<file path="config.mk">
export PLATFORM = sky130hd
export DESIGN_NAME = seven_seg_scan_ctrl_flat
export DESIGN_NICKNAME = d
export VERILOG_FILES = /design/src/rtl/seven_seg_scan_ctrl_if.sv /design/src/rtl/seven_seg_scan_ctrl.sv /design/src/flat_wrapper.sv
export SDC_FILE = /design/constraint.sdc
export NUM_CORES = 1
export LEC_CHECK = 0
export CAP_MARGIN = 20
export CORE_MARGIN = 5
export CORE_UTILIZATION = 40
export CTS_CLUSTER_DIAMETER = 200
export DETAILED_ROUTE_END_ITERATION = 8
export PLACE_DENSITY = 0.65
export SETUP_SLACK_MARGIN = 0.5
export SLEW_MARGIN = 10
export SYNTH_ARGS = -nofsm -noshare
export SYNTH_HDL_FRONTEND = slang
export SYNTH_SLANG_ARGS = --single-unit
</file>
<file path="constraint.sdc">
create_clock -name clk -period 2.4 [get_ports clk]
set_clock_uncertainty 0.15 [all_clocks]
set_input_delay 0.24 -clock clk [delete_from_list [all_inputs] [get_ports clk]]
set_output_delay 0.24 -clock clk [all_outputs]
set_load 0.03 [all_outputs]
</file>
<file path="src/rtl/seven_seg_scan_ctrl_if.sv">
// Host-side bundle for the seven-segment scan controller: display update
// request in, committed display state and scan status out.
interface seven_seg_scan_ctrl_if;
  logic        load;
  logic [15:0] data_in;
  logic [3:0]  point_in;
  logic [3:0]  enable_in;
  logic [3:0]  blink_in;
  logic        lz_blank;
  logic [15:0] hexnum;
  logic [3:0]  point;
  logic [3:0]  enable;
  logic [1:0]  scan;
  logic        frame_start;
  logic        pending;

  modport master (
    output load, data_in, point_in, enable_in, blink_in, lz_blank,
    input  hexnum, point, enable, scan, frame_start, pending
  );

  modport slave (
    input  load, data_in, point_in, enable_in, blink_in, lz_blank,
    output hexnum, point, enable, scan, frame_start, pending
  );
endinterface

</file>
<file path="src/rtl/seven_seg_scan_ctrl.sv">
// Four-digit seven-segment scan controller: refresh divider, frame-aligned
// display commit, per-digit blink and leading-zero suppression.
module seven_seg_scan_ctrl #(
  parameter int SCAN_DIV     = 100000,
  parameter int BLINK_FRAMES = 125
) (
  input logic                 clk,
  input logic                 rst_n,
  seven_seg_scan_ctrl_if.slave bus
);

  localparam int DIV_W = $clog2(SCAN_DIV);
  localparam int FRM_W = $clog2(BLINK_FRAMES) + 1;
  localparam logic [DIV_W-1:0] DIV_LAST = DIV_W'(SCAN_DIV - 1);
  localparam logic [FRM_W-1:0] FRM_LAST = FRM_W'(BLINK_FRAMES - 1);

  logic [DIV_W-1:0] div_r;
  logic [1:0]       scan_r;
  logic             frame_start_r;
  logic [FRM_W-1:0] frm_r;
  logic             blink_phase_r;
  logic             pending_r;
  logic [15:0]      sh_hex_r;
  logic [3:0]       sh_point_r;
  logic [3:0]       sh_en_r;
  logic [3:0]       sh_blink_r;
  logic [15:0]      hex_r;
  logic [3:0]       point_r;
  logic [3:0]       en_r;
  logic [3:0]       blink_r;

  logic             tick_s;
  logic             boundary_s;
  logic [3:0]       lz_s;
  logic [3:0]       enable_s;

  // Digit 0 is never suppressed; higher digits go dark while all digits above them are zero.
  function automatic logic [3:0] lz_mask(input logic [15:0] hex, input logic lz_en);
    logic [3:0] m;
    m = 4'b0000;
    if (lz_en) begin
      m[3] = (hex[15:12] == 4'h0);
      m[2] = m[3] & (hex[11:8] == 4'h0);
      m[1] = m[2] & (hex[7:4] == 4'h0);
      m[0] = 1'b0;
    end else begin
      m = 4'b0000;
    end
    return m;
  endfunction

  // Divider terminal count and frame boundary decode.
  always_comb begin
    tick_s     = (div_r == DIV_LAST);
    boundary_s = tick_s && (scan_r == 2'd3);
  end

  // Refresh divider, scan index and frame-start pulse.
  always_ff @(posedge clk or negedge rst_n) begin
    if (!rst_n) begin
      div_r         <= '0;
      scan_r        <= 2'd0;
      frame_start_r <= 1'b0;
    end else begin
      if (tick_s) begin
        div_r  <= '0;
        scan_r <= scan_r + 2'd1;
      end else begin
        div_r  <= div_r + DIV_W'(1);
      end
      frame_start_r <= boundary_s;
    end
  end

  // Frame counter driving the blink half-period.
  always_ff @(posedge clk or negedge rst_n) begin
    if (!rst_n) begin
      frm_r         <= '0;
      blink_phase_r <= 1'b0;
    end else if (boundary_s) begin
      if (frm_r == FRM_LAST) begin
        frm_r         <= '0;
        blink_phase_r <= ~blink_phase_r;
      end else begin
        frm_r         <= frm_r + FRM_W'(1);
      end
    end
  end

  // Shadow capture and frame-aligned commit; a load on the boundary bypasses the stale shadow.
  always_ff @(posedge clk or negedge rst_n) begin
    if (!rst_n) begin
      pending_r  <= 1'b0;
      sh_hex_r   <= 16'h0000;
      sh_point_r <= 4'b0000;
      sh_en_r    <= 4'b0000;
      sh_blink_r <= 4'b0000;
      hex_r      <= 16'h0000;
      point_r    <= 4'b0000;
      en_r       <= 4'b0000;
      blink_r    <= 4'b0000;
    end else if (bus.load && boundary_s) begin
      pending_r  <= 1'b0;
      sh_hex_r   <= bus.data_in;
      sh_point_r <= bus.point_in;
      sh_en_r    <= bus.enable_in;
      sh_blink_r <= bus.blink_in;
      hex_r      <= bus.data_in;
      point_r    <= bus.point_in;
      en_r       <= bus.enable_in;
      blink_r    <= bus.blink_in;
    end else if (boundary_s && pending_r) begin
      pending_r  <= 1'b0;
      hex_r      <= sh_hex_r;
      point_r    <= sh_point_r;
      en_r       <= sh_en_r;
      blink_r    <= sh_blink_r;
    end else if (bus.load) begin
      pending_r  <= 1'b1;
      sh_hex_r   <= bus.data_in;
      sh_point_r <= bus.point_in;
      sh_en_r    <= bus.enable_in;
      sh_blink_r <= bus.blink_in;
    end
  end

  // Effective anode enable from committed state only.
  always_comb begin
    lz_s     = lz_mask(hex_r, bus.lz_blank);
    enable_s = en_r & ~(blink_r & {4{blink_phase_r}}) & ~lz_s;
  end

  assign bus.hexnum      = hex_r;
  assign bus.point       = point_r;
  assign bus.enable      = enable_s;
  assign bus.scan        = scan_r;
  assign bus.frame_start = frame_start_r;
  assign bus.pending     = pending_r;

endmodule

</file>
<file path="src/flat_wrapper.sv">
// flat-port wrapper written by rule: the top's interface ports become plain ports
module seven_seg_scan_ctrl_flat 
#(
  parameter int SCAN_DIV     = 100000,
  parameter int BLINK_FRAMES = 125
)
  (clk, rst_n, bus_load, bus_data_in, bus_point_in, bus_enable_in, bus_blink_in, bus_lz_blank, bus_hexnum, bus_point, bus_enable, bus_scan, bus_frame_start, bus_pending);
  seven_seg_scan_ctrl_if bus_i ();
  input logic clk;
  input logic rst_n;
  input wire logic [$bits(bus_i.load)-1:0] bus_load;
  input wire logic [$bits(bus_i.data_in)-1:0] bus_data_in;
  input wire logic [$bits(bus_i.point_in)-1:0] bus_point_in;
  input wire logic [$bits(bus_i.enable_in)-1:0] bus_enable_in;
  input wire logic [$bits(bus_i.blink_in)-1:0] bus_blink_in;
  input wire logic [$bits(bus_i.lz_blank)-1:0] bus_lz_blank;
  output wire logic [$bits(bus_i.hexnum)-1:0] bus_hexnum;
  output wire logic [$bits(bus_i.point)-1:0] bus_point;
  output wire logic [$bits(bus_i.enable)-1:0] bus_enable;
  output wire logic [$bits(bus_i.scan)-1:0] bus_scan;
  output wire logic [$bits(bus_i.frame_start)-1:0] bus_frame_start;
  output wire logic [$bits(bus_i.pending)-1:0] bus_pending;
  assign bus_i.load = bus_load;
  assign bus_i.data_in = bus_data_in;
  assign bus_i.point_in = bus_point_in;
  assign bus_i.enable_in = bus_enable_in;
  assign bus_i.blink_in = bus_blink_in;
  assign bus_i.lz_blank = bus_lz_blank;
  assign bus_hexnum = bus_i.hexnum;
  assign bus_point = bus_i.point;
  assign bus_enable = bus_i.enable;
  assign bus_scan = bus_i.scan;
  assign bus_frame_start = bus_i.frame_start;
  assign bus_pending = bus_i.pending;
  seven_seg_scan_ctrl #(.SCAN_DIV(SCAN_DIV), .BLINK_FRAMES(BLINK_FRAMES)) u_core (.clk(clk), .rst_n(rst_n), .bus(bus_i));
endmodule
</file>
==> impl_metrics.py <==
metrics = {
    "run_status": {
        "outcome": "complete, no violations",
    },
    "global_routing": {
        "grt_antenna_before_repair": 0,
        "grt_pass1_wl_um": 12700,
        "grt_start_max_net_pins": 46,
        "grt_pass1_vias": 2607,
        "gr-total-overflow": 0,
        "grt_usage": 0.141,
    },
    "die": {
        "ioPinCount": 60,
        "die_area_um2": 11300,
        "dieWidth_um": 106,
        "start_util": 0.405,
        "die_h_um": 106,
        "rows": 35,
        "coreArea_um2": 9150,
    },
    "worst_setup_path": {
        "critPathTopFamily": "simple AND/OR/NAND/NOR gates",
        "end_kind": "register",
        "worstPathRequired_ns": 2.49,
        "critPathSlowestCell": "or4b_4",
        "max_stage_delay_ns": 0.54,
        "ff2ff_path_depth": 5,
        "cp_cell_sequence": "or3_4 -> or2_4 -> or4b_4 -> buf_12 -> mux2_4",
        "path_depth": 5,
        "worstSetupPathType": "register to register",
        "crit_buf_inv": 1,
        "worst_setup_path_start_kind": "register",
        "crit_arrival_ns": 2.40,
        "path_max_fanout": 13,
    },
    "placed_design": {
        "port_buffers": 59,
        "dp_hpwl_um": 5070,
        "place_area_um2": 4520,
        "place.gp.congestion": 0.807,
        "place_ws_ns": 0.0578,
    },
    "clock_tree": {
        "clock_latency_ns": 0.36,
        "clk_pin_slew_ns": 0.10,
        "cts-root-buf": "clkbuf_8",
        "clock_path_buffers": 2,
        "cts.sinks": 86,
        "cts_buffers": 9,
        "cts-htree-levels": 3,
        "cts_tree": "built",
    },
    "yosys": {
        "yosysSeqAreaShare": 0.581,
        "syn_area_per_cell_um2": 13.4,
        "netlist_instances": 276,
        "post-synth-top-area-fraction": 0.581,
        "synth_top_area_cell": "dfrtp_1",
        "ys_seq_elements": 86,
        "ys_types": 36,
        "syn_nets": 312,
        "syn_area_um2": 3710,
        "yosys_warnings": 0,
        "synth_area_leaders": "dfrtp_1 58%, mux2_2 10%, mux2_4 8.1%",
    },
    "power_and_ir_drop": {
        "power.share.clock": 0.379,
        "netSwitchingFraction": 0.229,
        "switchingPower_mw": 0.616,
        "vdd_drop_max_mv": 0.219,
        "p_per_area_nw_per_um2": 538,
        "p_int_mw": 2.08,
        "seqPwrFrac": 0.559,
        "p_leak_nw": 2.32,
        "power_frac_comb": 0.062,
    },
    "layout": {
        "mostFrequentLayoutCells": "85 x dfrtp_1, 53 x clkdlybuf4s50_1, 34 x mux2_2",
        "drive_above_1_share": 0.343,
        "n_antenna_cell": 0,
        "syn2layout_area_growth_pct": 35.2,
        "nFillCells": 767,
        "final_common_cell": "dfrtp_1",
        "fin_area_um2": 5010,
        "fin_nets": 407,
        "fin_util": 0.547,
    },
    "flow_run": {
        "cap_violations": 0,
    },
    "timing": {
        "setup_ws_ns": 0.0923,
        "hold_slack_ns": 0.254,
        "slew_headroom": 0.621,
        "finalSetupViolCount": 0,
        "finalMaxSlewViolations": 0,
        "max_freq_ghz": 0.433,
        "final.setup.tns_ns": 0,
        "rsz0062_at_grt": "yes",
        "fin_crit_sh": 0.962,
        "worst_pin_slew_ns": 0.568,
        "fin_crit_ns": 2.31,
        "hold_viol_final": 0,
    },
    "route": {
        "drc": 0,
        "vias": 2490,
        "wl_per_cell_um": 16.3,
        "firstDrtPassIters": 4,
        "drt-vias-per-instance": 5.11,
        "drt-initial-drc-count": 84,
        "final_antenna_net_count": 0,
        "wl_um": 7930,
    },
    "min_path": {
        "hp-class": "primary input to async pin",
    },
}
cells in the mapped netlist, drive strengths merged:
master,count
nand4,13
nor2,20
dfrtp,86
or4b,1
buf,8
and4,2
clkbuf,1
nor4bb,2
or2,1
a21oi,5
o21ai,2
or3,1
nand3,8
nor4b,2
or4,1
xnor2,13
and3,3
xor2,7
o211a,1
o21bai,2
mux2,54
nand2,11
a31oi,1
nor3,5
a21boi,2
ha,4
o22ai,7
nand3b,1
inv,7
nor4,4
and2,1
through the flow:
stage	cells	total power, mW
floorplan	276	1.60
finish	487	2.69
global route	487	2.80
CTS	481	2.73
detailed placement	455	1.70
global placement	455	1.70
state kept, by name, indices dropped and copies added, names as in the netlist, 8 cells and up:
register	flops
u_core.bus.hexnum	16
u_core.div_r	17
u_core.frm_r	8
u_core.sh_hex_r	16
cell type report:
| class | count | area [um^2] | area share |
|---|---|---|---|
| clock inverter | 6 | 71.3 | 0.0142 |
| inverter | 7 | 26.3 | 0.00524 |
| multi-input combinational | 174 | 1580 | 0.315 |
| tap | 111 | 139 | 0.0277 |
| sequential | 86 | 2150 | 0.430 |
| clock buffer | 10 | 128 | 0.0255 |
| timing repair buffer | 93 | 916 | 0.183 |
worst paths after layout:
path                                     from                    to  slack (ns)
setup / recovery             u_core.div_r[12]  u_core.bus.hexnum[7]        0.09
hold reg to reg            u_core.sh_hex_r[4]    u_core.sh_hex_r[4]        0.35
max in group asynchronous               rst_n  u_core.bus.hexnum[3]        1.20
hold / removal                          rst_n     u_core.sh_en_r[0]        0.25
setup reg to reg             u_core.div_r[12]  u_core.bus.hexnum[7]        0.09
min in group clk           u_core.sh_hex_r[4]    u_core.sh_hex_r[4]        0.35
logic make-up after synthesis:
| family | Yosys count | synth area share |
|---|---|---|
| flip-flops | 86 | 0.581 |
| AND/OR/NAND/NOR | 76 | 0.113 |
| multiplexers | 54 | 0.184 |
| AO/OA/AOI/OAI | 20 | 0.0338 |
| XOR/XNOR | 20 | 0.0473 |
| buffers and inverters | 16 | 0.0273 |
| adder cells (fa/ha/maj) | 4 | 0.0135 |
what timing repair did:
item	4_1_cts	5_1_grt
hold buffers	1	0
setup buffers	8	6
gates resized for setup	33	28
hold endpoints to repair	41	0
pin swaps	15	5
setup endpoints to repair	48	53
gates cloned	1	0
power groups by stage:
stage | clock network, mW | registers, mW | logic, mW
after floorplan | 0 | 1.53 | 0.0683
after global placement | 0 | 1.53 | 0.164
after detailed placement | 0 | 1.54 | 0.166
after CTS | 1.05 | 1.51 | 0.169
after global routing | 1.11 | 1.51 | 0.185
final | 1.02 | 1.51 | 0.167
worst reg2reg max path, cell delays in order, from the launching register on:
cell	delay, ns
dfrtp_1	0.39
or3_4	0.39
or2_4	0.24
or4b_4	0.54
buf_12	0.19
mux2_4	0.30
metal layers:
| layer | track usage | vias up | wire length (um) |
|---|---|---|---|
| met2 | 0.217 | 57 | 3610 |
| li1 | - | 1172 | - |
| met3 | 0.0352 | 10 | 368 |
| met4 | 0.0481 | 0 | 108 |
| met5 | 0 | - | 0 |
| met1 | 0.195 | 1251 | 3850 |
(Power assumes the default switching activity.)
